[src/rtl/arm_pkg.sv]
// Shared definitions for the ARM-style pipeline: status-flag bit positions,
// EXE command codes and the EXE->MEM payload carried by the pipeline buffer.
package arm_pkg;

    localparam int SR_Z = 3;
    localparam int SR_C = 2;
    localparam int SR_N = 1;
    localparam int SR_V = 0;

    localparam logic [3:0] EXE_CMD_MOV = 4'b0001;
    localparam logic [3:0] EXE_CMD_MVN = 4'b1001;
    localparam logic [3:0] EXE_CMD_ADD = 4'b0010;
    localparam logic [3:0] EXE_CMD_ADC = 4'b0011;
    localparam logic [3:0] EXE_CMD_SUB = 4'b0100;
    localparam logic [3:0] EXE_CMD_SBC = 4'b0101;
    localparam logic [3:0] EXE_CMD_AND = 4'b0110;
    localparam logic [3:0] EXE_CMD_ORR = 4'b0111;
    localparam logic [3:0] EXE_CMD_EOR = 4'b1000;
    localparam logic [3:0] EXE_CMD_CMP = 4'b0100;
    localparam logic [3:0] EXE_CMD_TST = 4'b0110;
    localparam logic [3:0] EXE_CMD_LDR = 4'b0010;
    localparam logic [3:0] EXE_CMD_STR = 4'b0010;

    typedef struct packed {
        logic        wb_en;
        logic        mem_r_en;
        logic        mem_w_en;
        logic [3:0]  dest;
        logic [31:0] alu_result;
        logic [31:0] st_val;
    } exe_mem_payload_t;

    typedef enum logic [1:0] {
        BUF_EMPTY = 2'd0,
        BUF_ONE   = 2'd1,
        BUF_FULL  = 2'd2
    } buf_state_t;

endpackage

[src/rtl/status_reg.sv]
// 4-bit {Z,C,N,V} flag register; loads on an accepted flag-setting instruction.
module status_reg (
    input  logic       clk,
    input  logic       rst_n,
    input  logic       load,
    input  logic [3:0] d,
    output logic [3:0] q
);

    always_ff @(posedge clk or negedge rst_n) begin
        if (!rst_n) begin
            q <= 4'b0000;
        end else if (load) begin
            q <= d;
        end
    end

endmodule

[src/rtl/exe_mem_stage.sv]
// EXE->MEM pipeline buffer: 2-entry in-order skid buffer with flush and flag register.
// Optional result forwarding from buffered entries is enabled by defining EXE_MEM_FWD_EN.
module exe_mem_stage
    import arm_pkg::*;
(
    input  logic        clk,
    input  logic        rst_n,
    input  logic        exe_valid,
    input  logic        exe_wb_en,
    input  logic        exe_mem_r_en,
    input  logic        exe_mem_w_en,
    input  logic        exe_s,
    input  logic [3:0]  exe_dest,
    input  logic [31:0] exe_alu_result,
    input  logic [31:0] exe_st_val,
    input  logic [3:0]  exe_sr,
    input  logic        flush,
    output logic        exe_ready,
    output logic        mem_valid,
    output logic        mem_wb_en,
    output logic        mem_r_en,
    output logic        mem_w_en,
    output logic [3:0]  mem_dest,
    output logic [31:0] mem_alu_result,
    output logic [31:0] mem_st_val,
    input  logic        mem_ready,
`ifdef EXE_MEM_FWD_EN
    output logic        fwd_valid,
    output logic [3:0]  fwd_dest,
    output logic [31:0] fwd_data,
`endif
    output logic [3:0]  status,
    output logic        carry
);

    buf_state_t       state;
    buf_state_t       state_next;
    exe_mem_payload_t slots [2];
    exe_mem_payload_t offer;
    exe_mem_payload_t head;
    logic             wr_ptr;
    logic             rd_ptr;
    logic             accept;
    logic             pop;

    assign exe_ready = (state != BUF_FULL);
    assign mem_valid = (state != BUF_EMPTY);
    assign accept    = exe_valid & exe_ready & ~flush;
    assign pop       = mem_valid & mem_ready;

    assign offer = '{wb_en:      exe_wb_en,
                     mem_r_en:   exe_mem_r_en,
                     mem_w_en:   exe_mem_w_en,
                     dest:       exe_dest,
                     alu_result: exe_alu_result,
                     st_val:     exe_st_val};

    always_ff @(posedge clk or negedge rst_n) begin
        if (!rst_n) begin
            state <= BUF_EMPTY;
        end else begin
            state <= state_next;
        end
    end

    // Occupancy: flush wins over everything; accept+pop together keep the level.
    always_comb begin
        state_next = state;
        if (flush) begin
            state_next = BUF_EMPTY;
        end else begin
            case (state)
                BUF_EMPTY: if (accept) state_next = BUF_ONE;
                BUF_ONE: begin
                    if (accept && !pop) begin
                        state_next = BUF_FULL;
                    end else if (pop && !accept) begin
                        state_next = BUF_EMPTY;
                    end
                end
                BUF_FULL:  if (pop) state_next = BUF_ONE;
                default:   state_next = BUF_EMPTY;
            endcase
        end
    end

    // Circular storage: with one entry, a simultaneous accept and pop moves
    // the read pointer onto the slot just written, making it the new head.
    always_ff @(posedge clk or negedge rst_n) begin
        if (!rst_n) begin
            wr_ptr   <= 1'b0;
            rd_ptr   <= 1'b0;
            slots[0] <= '0;
            slots[1] <= '0;
        end else if (flush) begin
            wr_ptr <= 1'b0;
            rd_ptr <= 1'b0;
        end else begin
            if (accept) begin
                slots[wr_ptr] <= offer;
                wr_ptr        <= ~wr_ptr;
            end
            if (pop) begin
                rd_ptr <= ~rd_ptr;
            end
        end
    end

    assign head           = mem_valid ? slots[rd_ptr] : '0;
    assign mem_wb_en      = head.wb_en;
    assign mem_r_en       = head.mem_r_en;
    assign mem_w_en       = head.mem_w_en;
    assign mem_dest       = head.dest;
    assign mem_alu_result = head.alu_result;
    assign mem_st_val     = head.st_val;

    status_reg u_status_reg (
        .clk   (clk),
        .rst_n (rst_n),
        .load  (accept & exe_s),
        .d     (exe_sr),
        .q     (status)
    );

    assign carry = status[SR_C];

`ifdef EXE_MEM_FWD_EN
    exe_mem_payload_t newest;
    exe_mem_payload_t oldest;
    logic             newest_ok;
    logic             oldest_ok;

    // The newest entry always sits just behind the write pointer.
    assign newest    = slots[~wr_ptr];
    assign oldest    = slots[rd_ptr];
    assign newest_ok = mem_valid && newest.wb_en && !newest.mem_r_en;
    assign oldest_ok = (state == BUF_FULL) && oldest.wb_en && !oldest.mem_r_en;

    always_comb begin
        fwd_valid = 1'b0;
        fwd_dest  = 4'h0;
        fwd_data  = 32'h0;
        if (newest_ok) begin
            fwd_valid = 1'b1;
            fwd_dest  = newest.dest;
            fwd_data  = newest.alu_result;
        end else if (oldest_ok) begin
            fwd_valid = 1'b1;
            fwd_dest  = oldest.dest;
            fwd_data  = oldest.alu_result;
        end
    end
`endif

endmodule

[config.mk]
export PLATFORM = sky130hd
export DESIGN_NAME = exe_mem_stage
export DESIGN_NICKNAME = d
export VERILOG_FILES = /design/src/rtl/arm_pkg.sv /design/src/rtl/status_reg.sv /design/src/rtl/exe_mem_stage.sv
export SDC_FILE = /design/constraint.sdc
export NUM_CORES = 1
export LEC_CHECK = 0
export ABC_AREA = 1
export ABC_CLOCK_PERIOD_IN_PS = 2100
export CORE_MARGIN = 2
export CORE_UTILIZATION = 43
export DETAILED_ROUTE_END_ITERATION = 16
export PLACE_DENSITY = 0.71
export SYNTH_ARGS = -nofsm -noshare
export SYNTH_HDL_FRONTEND = slang
export SYNTH_HIERARCHICAL = 1
export SYNTH_SLANG_ARGS = --single-unit
[constraint.sdc]
create_clock -name clk -period 2.1 [get_ports clk]
set_input_delay 0.42 -clock clk [delete_from_list [all_inputs] [get_ports clk]]
set_output_delay 0.42 -clock clk [all_outputs]
set_load 0.01 [all_outputs]
==> results by group, run 1 <==
Worst setup path
  • CP required: 1.68 ns
  • CP Class: flop to output pin
  • RR Startpoint: state[1]
  • CP cell instances: clkinv_4 > buf_12 > buf_8 > buf_16 > nand2_4 > a21oi_2 > buf_2
  • Crit-path leading delay family: buffers and inverters
  • Critical path data arrival time: ~1.7 ns
  • Slowest cell delay on critical path: about 0.46 ns
  • FF-to-FF path depth: 9
  • CP max-delay cell: dfrtp_2
  • Crit Path Max Fanout: 6
  • Crit start category: flop
  • Crit. End Element: output pin
  • WP buf/inv: 5
  • Reg2Reg Setup Slack: ~0.43 ns
  • R2r endpoint: state[1]

Clocking
  • CTS max path bufs: 2
  • CTS buffer count: 17
  • Root buf cell: clkbuf_16
  • H-tree levels: 4
  • Clk sinks: 150
  • CTS tree: built
  • Clk Latency, worst-skew pair: slightly above 0.4 ns
  • Clock Pin Slew Worst Setup and Hold Paths: approximately 0.060 ns

Global route
  • Number of global-route vias before repair: between 5,000 and 6,000
  • GR peak layer: met2
  • Met3 global-route usage: between 3 and 4%
  • Initial antenna violation count: 0
  • GR Overflow Total: 0
  • Global-route met1 utilization: between 20 and 30%
  • Largest net degree at the start of global routing: 65
  • First-pass GRT wire length: about 29 mm
  • Total track usage: 22.3%
  • Met2 usage: approximately 38%

Routing
  • Via density per instance: roughly 5.0
  • Drt drc: 0
  • Final WL: ~19 mm
  • ANT nets after route: 0
  • DR pass1 iterations: 5
  • 1st-iter DRT viols: 430
  • Drt wl/cell: around 15 um
  • Via Count: 6,014

STA
  • Slew Limit Fails: 0
  • Fin worst setup slack: -0.0276 ns
  • Setup violators final: 2
  • Min Tclk post-route: 2.13 ns
  • Final Hold Fails: 0
  • Skew final: about 0.0089 ns
  • Unrepaired setup endpoints after global routing: true
  • Final Cycle Share: 101%
  • Setup TNS: -0.0399 ns
  • Worst slew pin tran: around 0.55 ns
  • Slew Limit Headroom: a little over three fifths
  • Fmax: roughly 470 MHz

Place
  • Final HPWL DP: between 10 and 15 mm
  • Final GP Congestion: between 0.7 and 0.8
  • Number of port buffers: roughly 160

Power and ir drop
  • Pwr Density: around 1100 mW/mm^2
  • Leak Pwr: 4.76 nW
  • Pwr Total: between 10 and 15 mW
  • Worst IR Drop VDD: roughly 0.0006 V

Min path
  • Hold path start: u_status_reg/q[0]
  • Hold Crit Depth: 2
  • Min-delay worst type: flop to flop
  • Hold Path Sink: u_status_reg/q[0]

Synth
  • Post-synth design cell area: about 0.0067 sq mm
  • FF+latch count, synth: 150
  • Synth warn: 6
  • Sequential share of the synthesized area: 56.1%
  • Post-synth cell types: 18
  • Syn Inst Count: just over 800
  • Syn nets: 900
  • Syn_area_per_cell: 8.18 sq um

Outcome
  • Violated checks: negative setup slack
  • Status: finished, violations left

Job
  • Max-Cap Viols: 0

Final layout
  • Post-layout net count: between 1,000 and 1,500
  • Layout cell share with drive strength beyond 1: 20.2%
  • Antenna Cells: 0
  • P&R area growth vs syn: 45.0%

Die
  • Core area: 0.0152 sq mm
  • Row cnt: 45
  • Initial Util: between 40% and 50%
  • DIE AREA: 0.0166 sq mm
  • Horiz. Die Dim: ~130 um
  • Die H: approximately 130 um
  • # IOs: around 160
[sequential cells by signal, summed over array words and instances (netlist names)]
signal          flops
slots             142
u_status_reg/q      4
state               2
rd_ptr              1
wr_ptr              1
[cell usage after synthesis (all sizes together)]
| cell type | count | area share [%] |
|---|---|---|
| inv | 83 | 4.7 |
| o21ai | 144 | 11 |
| buf | 18 | 2.6 |
| dfrtp | 150 | 56 |
| clkbuf | 35 | 2.0 |
| nand3b | 1 | 0.11 |
| nor2 | 6 | 0.34 |
| nand3 | 3 | 0.37 |
| nand4 | 4 | 0.37 |
| a21oi | 72 | 5.6 |
| nand2 | 301 | 17 |
| ha | 1 | 0.19 |
[report_power, final]
part | leakage [nW] | switching [mW] | total, mW | internal [mW]
clock | 0.279 | 1.09 | 2.91 | 1.82
combinational | 2.60 | 1.68 | 3.33 | 1.65
sequential | 1.87 | 0.439 | 4.02 | 3.59
total | 4.76 | 3.21 | 10.3 | 7.06
[logic make-up (layout without fill, tap and decap cells)]
group / count (synthesis) / after routing / share of synthesized area [%]
DFF: 150 / 150 / 56.1
and+or+nand+nor: 315 / 315 / 18.1
AOI/OAI and AO/OA: 216 / 216 / 16.4
adders and majority gates: 1 / 1 / 0.187
buffers and inverters: 136 / 330 / 9.20
[per-layer routing]
layer / share of wire, % / vias to the layer above
met1: 44 / 2859
met3: 5.0 / 17
met2: 50 / 181
met5: 0 / -
met4: 1.0 / 0
li1: - / 2957
[how the worst max path moves through the flow]
stage / start / end / slack (ns) / depth (start not counted)
2_1_floorplan: state[1] / mem_valid / 0.47 / 3
3_3_place_gp: rd_ptr / mem_st_val[9] / 0.12 / 5
3_5_place_dp: flush / state[0] / 0.10 / 8
4_1_cts: state[0] / mem_alu_result[9] / -0.07 / 5
5_1_grt: rd_ptr / mem_st_val[16] / -0.09 / 8
6_report: rd_ptr / mem_st_val[19] / -0.03 / 7
[cell type report]
class / instances / area (sq um)
multi-input cells: 532 / 2580
flip-flops and latches: 150 / 3760
repair buffers: 215 / 2240
clock inverters: 2 / 35.0
well taps: 188 / 235
fillers: 1346 / 5500
inverters: 83 / 317
clock buffers: 30 / 534
[cells in the final DEF, fill, tap and decap left out, types with 2 or more instances in the layout]
cell             netlist  routed
a21oi_2                0      31
o21ai_0                3       3
nand2_1              301     278
clkbuf_2               0       5
clkdlybuf4s15_2        0       2
nand2_2                0      10
dlygate4sd2_1          0       2
inv_2                  3       2
clkbuf_8               0       6
inv_1                 80      80
o21ai_1              139     139
buf_6                 10       7
clkbuf_16              0      20
nor2_1                 6       5
clkdlybuf4s50_1        0      84
nand4_1                4       4
nand3_4                0       2
dfrtp_1              150     148
a21oi_1               71      40
buf_2                  0      50
clkbuf_1              35       7
buf_16                 0       7
o21ai_2                2       2
buf_4                  8      18
buf_12                 0      20
clkdlybuf4s15_1        0      13
dfrtp_2                0       2
nand2_4                0      13
[worst min-delay path, cell delays in order (launching register included)]
cell and delay [ns]:
dfrtp_1 0.34, nand2_1 0.05, nand2_1 0.05
[what timing repair did]
item | 4_1_cts | 5_1_grt
setup buffers | 13 | 7
hold buffers | 1 | 0
endpoints found under the setup margin | 72 | 63
hold endpoints to repair | 50 | 0
cloned | 8 | 4
resized for setup | 262 | 76
pin swaps | 11 | 20
[per-stage QoR]
| step | util (%) | hold slack (ns) | setup WS, ns | area, sq um | cells |
|---|---|---|---|---|---|
| floorplan | - | 0.124 | 0.474 | 6690 | 818 |
| global placement | 56.4 | 0.419 | 0.118 | 8570 | 1135 |
| detailed placement | 56.4 | 0.420 | 0.102 | 8570 | 1135 |
| CTS | 61.8 | 0.475 | -0.0694 | 9400 | 1189 |
| global route | 63.8 | 0.507 | -0.0859 | 9700 | 1200 |
| finish | 63.8 | 0.469 | -0.0276 | 9700 | 1200 |
No activity file was read; power rests on OpenSTA's default activity.
==> run 2, diff against run 1 <==
- CAP_MARGIN: default -> 20
- SLEW_MARGIN: default -> 15
==> results of run 2 <==
No change in the layout: final DEF, timing and power equal those of run 1.
==> run 3, diff against run 2 <==
- DONT_BUFFER_PORTS: default -> 1
- PLACE_DENSITY: 0.71 -> default
==> run 3 against run 2 <==
  * The run ends with negative hold slack left
  * Flip-flop and latch count is the same
  * Fmax grew 5.6%
  * Sequential share of layout area grew 12 points
  * Design area shrank 24%
  * Sequential power is essentially flat
  * Clock-buffer cell count shrank 6
  * Setup slack gained 0.11 ns
  * Power shrank 15%
  * Cell count shrank 17%
  * Critical path depth shrank 3
  * Critical path type unchanged
  * Highest routed layer unchanged
==> results by group, run 3 (same netlist as run 1, synthesis figures left out) <==
Outcome
  • Status: finished, violations left
  • Violated checks: negative hold slack

Global route
  • GR Overflow Total: 0
  • Total track usage: a little under a fifth
  • Largest net degree at the start of global routing: roughly 150
  • Number of global-route vias before repair: 4,862
  • First-pass GRT wire length: around 25 mm
  • Initial antenna violation count: 0

Place
  • Worst slack, placed: ~0.46 ns
  • Number of port buffers: 0
  • Final HPWL DP: about 9.6 mm
  • Final GP Congestion: roughly 0.76
  • Placed cells: just under 1,000

Die
  • # IOs: between 150 and 200
  • Initial Util: 44.0%
  • Die H: about 130 um
  • Core area: around 0.015 sq mm
  • DIE AREA: around 0.017 sq mm
  • Horiz. Die Dim: approximately 130 um
  • Row cnt: 45

Worst setup path
  • Slowest cell delay on critical path: between 0.4 and 0.5 ns
  • CP Class: flop to output pin
  • Critical path data arrival time: about 1.6 ns
  • WP buf/inv: 2
  • CP cell instances: inv_2 > buf_12 > nand2_1 > a21oi_1
  • Crit. End Element: output pin
  • CP max-delay cell: dfrtp_2
  • Crit start category: flop
  • Crit Path Max Fanout: 57
  • Crit-path leading delay family: flip-flops
  • CP required: ~1.7 ns

Final layout
  • P&R area growth vs syn: 10.2%
  • Fillers: 1,454
  • Max reg flops: 142
  • Post-layout net count: approximately 900
  • Commonest non-fill, non-tap cell in the layout: nand2_1
  • Most frequent cells in the layout: nand2_1 (301), dfrtp_1 (149), o21ai_1 (139), inv_1 (80), a21oi_1 (63)
  • Final non-filler cell total: between 900 and 1,000
  • Regs by FF count: slots: 142 flops, u_status_reg/q: 4 flops, state: 2 flops
  • Core Util, Final: between 40% and 50%
  • Antenna Cells: 0
  • Layout cell share with drive strength beyond 1: under 10%
  • Largest register by flop count: slots

Power and ir drop
  • Pwr Density: ~1200 mW/mm^2
  • Worst IR Drop VDD: between 0.0005 and 0.0006 V
  • Leak Pwr: 3.62 nW
  • Pwr Total: slightly below 9 mW

Clocking
  • CTS tree: built
  • Clk sinks: 150
  • Root buf cell: clkbuf_16
  • Post-CTS setup buffer count: 0
  • Clock Pin Slew Worst Setup and Hold Paths: 0.05 ns
  • H-tree levels: 4
  • CTS buffer count: 17
  • CTS max path bufs: 2
  • Clk Latency, worst-skew pair: ~0.41 ns

Routing
  • 1st-iter DRT viols: between 300 and 400
  • Drt drc: 0
  • Via Count: 5,174
  • ANT nets after route: 0
  • Drt wl/cell: between 15 and 20 um
  • Final WL: ~15 mm
  • DR pass1 iterations: 4
  • Via density per instance: 5.20

STA
  • Slew Limit Fails: 0
  • Final Hold Fails: 150
  • Hold slack: -0.293 ns
  • Setup violators final: 0
  • Min Tclk post-route: 2.01 ns
  • Fmax: a little under 500 MHz
  • Slew Limit Headroom: roughly two thirds
  • Fin worst setup slack: about 0.085 ns
  • Skew final: roughly 0.0073 ns
  • Worst slew pin tran: between 0.4 and 0.5 ns
  • Final Cycle Share: 95.9%

Job
  • Max-Cap Viols: 0

Min path
  • Min-delay worst type: primary input to async pin
==> run 3: cell types whose count changed in the layout (fill, tap and decap cells not counted), moves of 6 or more <==
cell,change
clkdlybuf4s15_1,-13
buf_4,-10
nand2_1,+23
nand2_2,-10
buf_2,-50
clkdlybuf4s50_1,-84
a21oi_1,+23
a21oi_2,-23
buf_6,-6
buf_12,-16
nand2_4,-13
buf_16,-7
==> run 3: timing repair <==
item,in CTS,in global routing
gates resized for setup,0,9
hold endpoints to repair,150,150
setup endpoints to repair,0,9
==> run 3: layer usage <==
metal  up-vias  GRT usage, %  share of wire, %
li1       2545             -                 -
met1      2463          25.0                45
met2       146          28.6                47
met3        20          5.57               6.1
met4         0          8.12               1.8
met5         -             0                 0
==> run 3: area by class of cell <==
class / count / area, sq um / share of cell area [%]
clock inverter: 5 / 75.1 / 1.02
multi-input combinational: 532 / 2370 / 32.2
sequential: 150 / 3750 / 50.9
inverter: 83 / 312 / 4.22
timing repair buffer: 13 / 151 / 2.05
clock buffer: 24 / 472 / 6.40
tap: 188 / 235 / 3.19
==> run 3: worst reg2reg max path: stages (launching register included) <==
cell     delay [ns]
dfrtp_1        0.47
inv_2          0.10
a21oi_4        0.23
nand2_1        0.15
inv_1          0.09
ha_1           0.22
nand4_1        0.13
nand2_1        0.06
o21ai_0        0.14
==> run 3: path summary, 6_finish.rpt <==
kind / start / end / slack (ns) / cells past startpoint
setup reg to reg: state[0] / state[1] / 0.43 / 8
min in group clk: exe_sr[2] / u_status_reg/q[2] / 0.12 / 2
max in group asynchronous: rst_n / rd_ptr / 2.21 / 0
setup / recovery: rd_ptr / mem_alu_result[12] / 0.09 / 4
hold reg to reg: slots[53] / slots[53] / 0.49 / 2
hold / removal: rst_n / slots[121] / -0.29 / 0
==> run 3: metrics by stage <==
step | hold WS (ns) | cell area (sq um) | setup TNS [ns]
6_report | -0.293 | 7370 | 0
2_1_floorplan | 0.124 | 6690 | 0
4_1_cts | -0.315 | 7340 | 0
5_1_grt | -0.317 | 7370 | -0.00136
3_5_place_dp | 0.129 | 6790 | 0
3_3_place_gp | 0.130 | 6790 | 0
==> run 3: power by group <==
| part | total, mW | internal, mW | switching (mW) |
|---|---|---|---|
| Combinational | 1.88 | 0.630 | 1.25 |
| Sequential | 3.99 | 3.58 | 0.408 |
| Clock | 2.85 | 1.79 | 1.07 |
| Total | 8.72 | 6.00 | 2.72 |
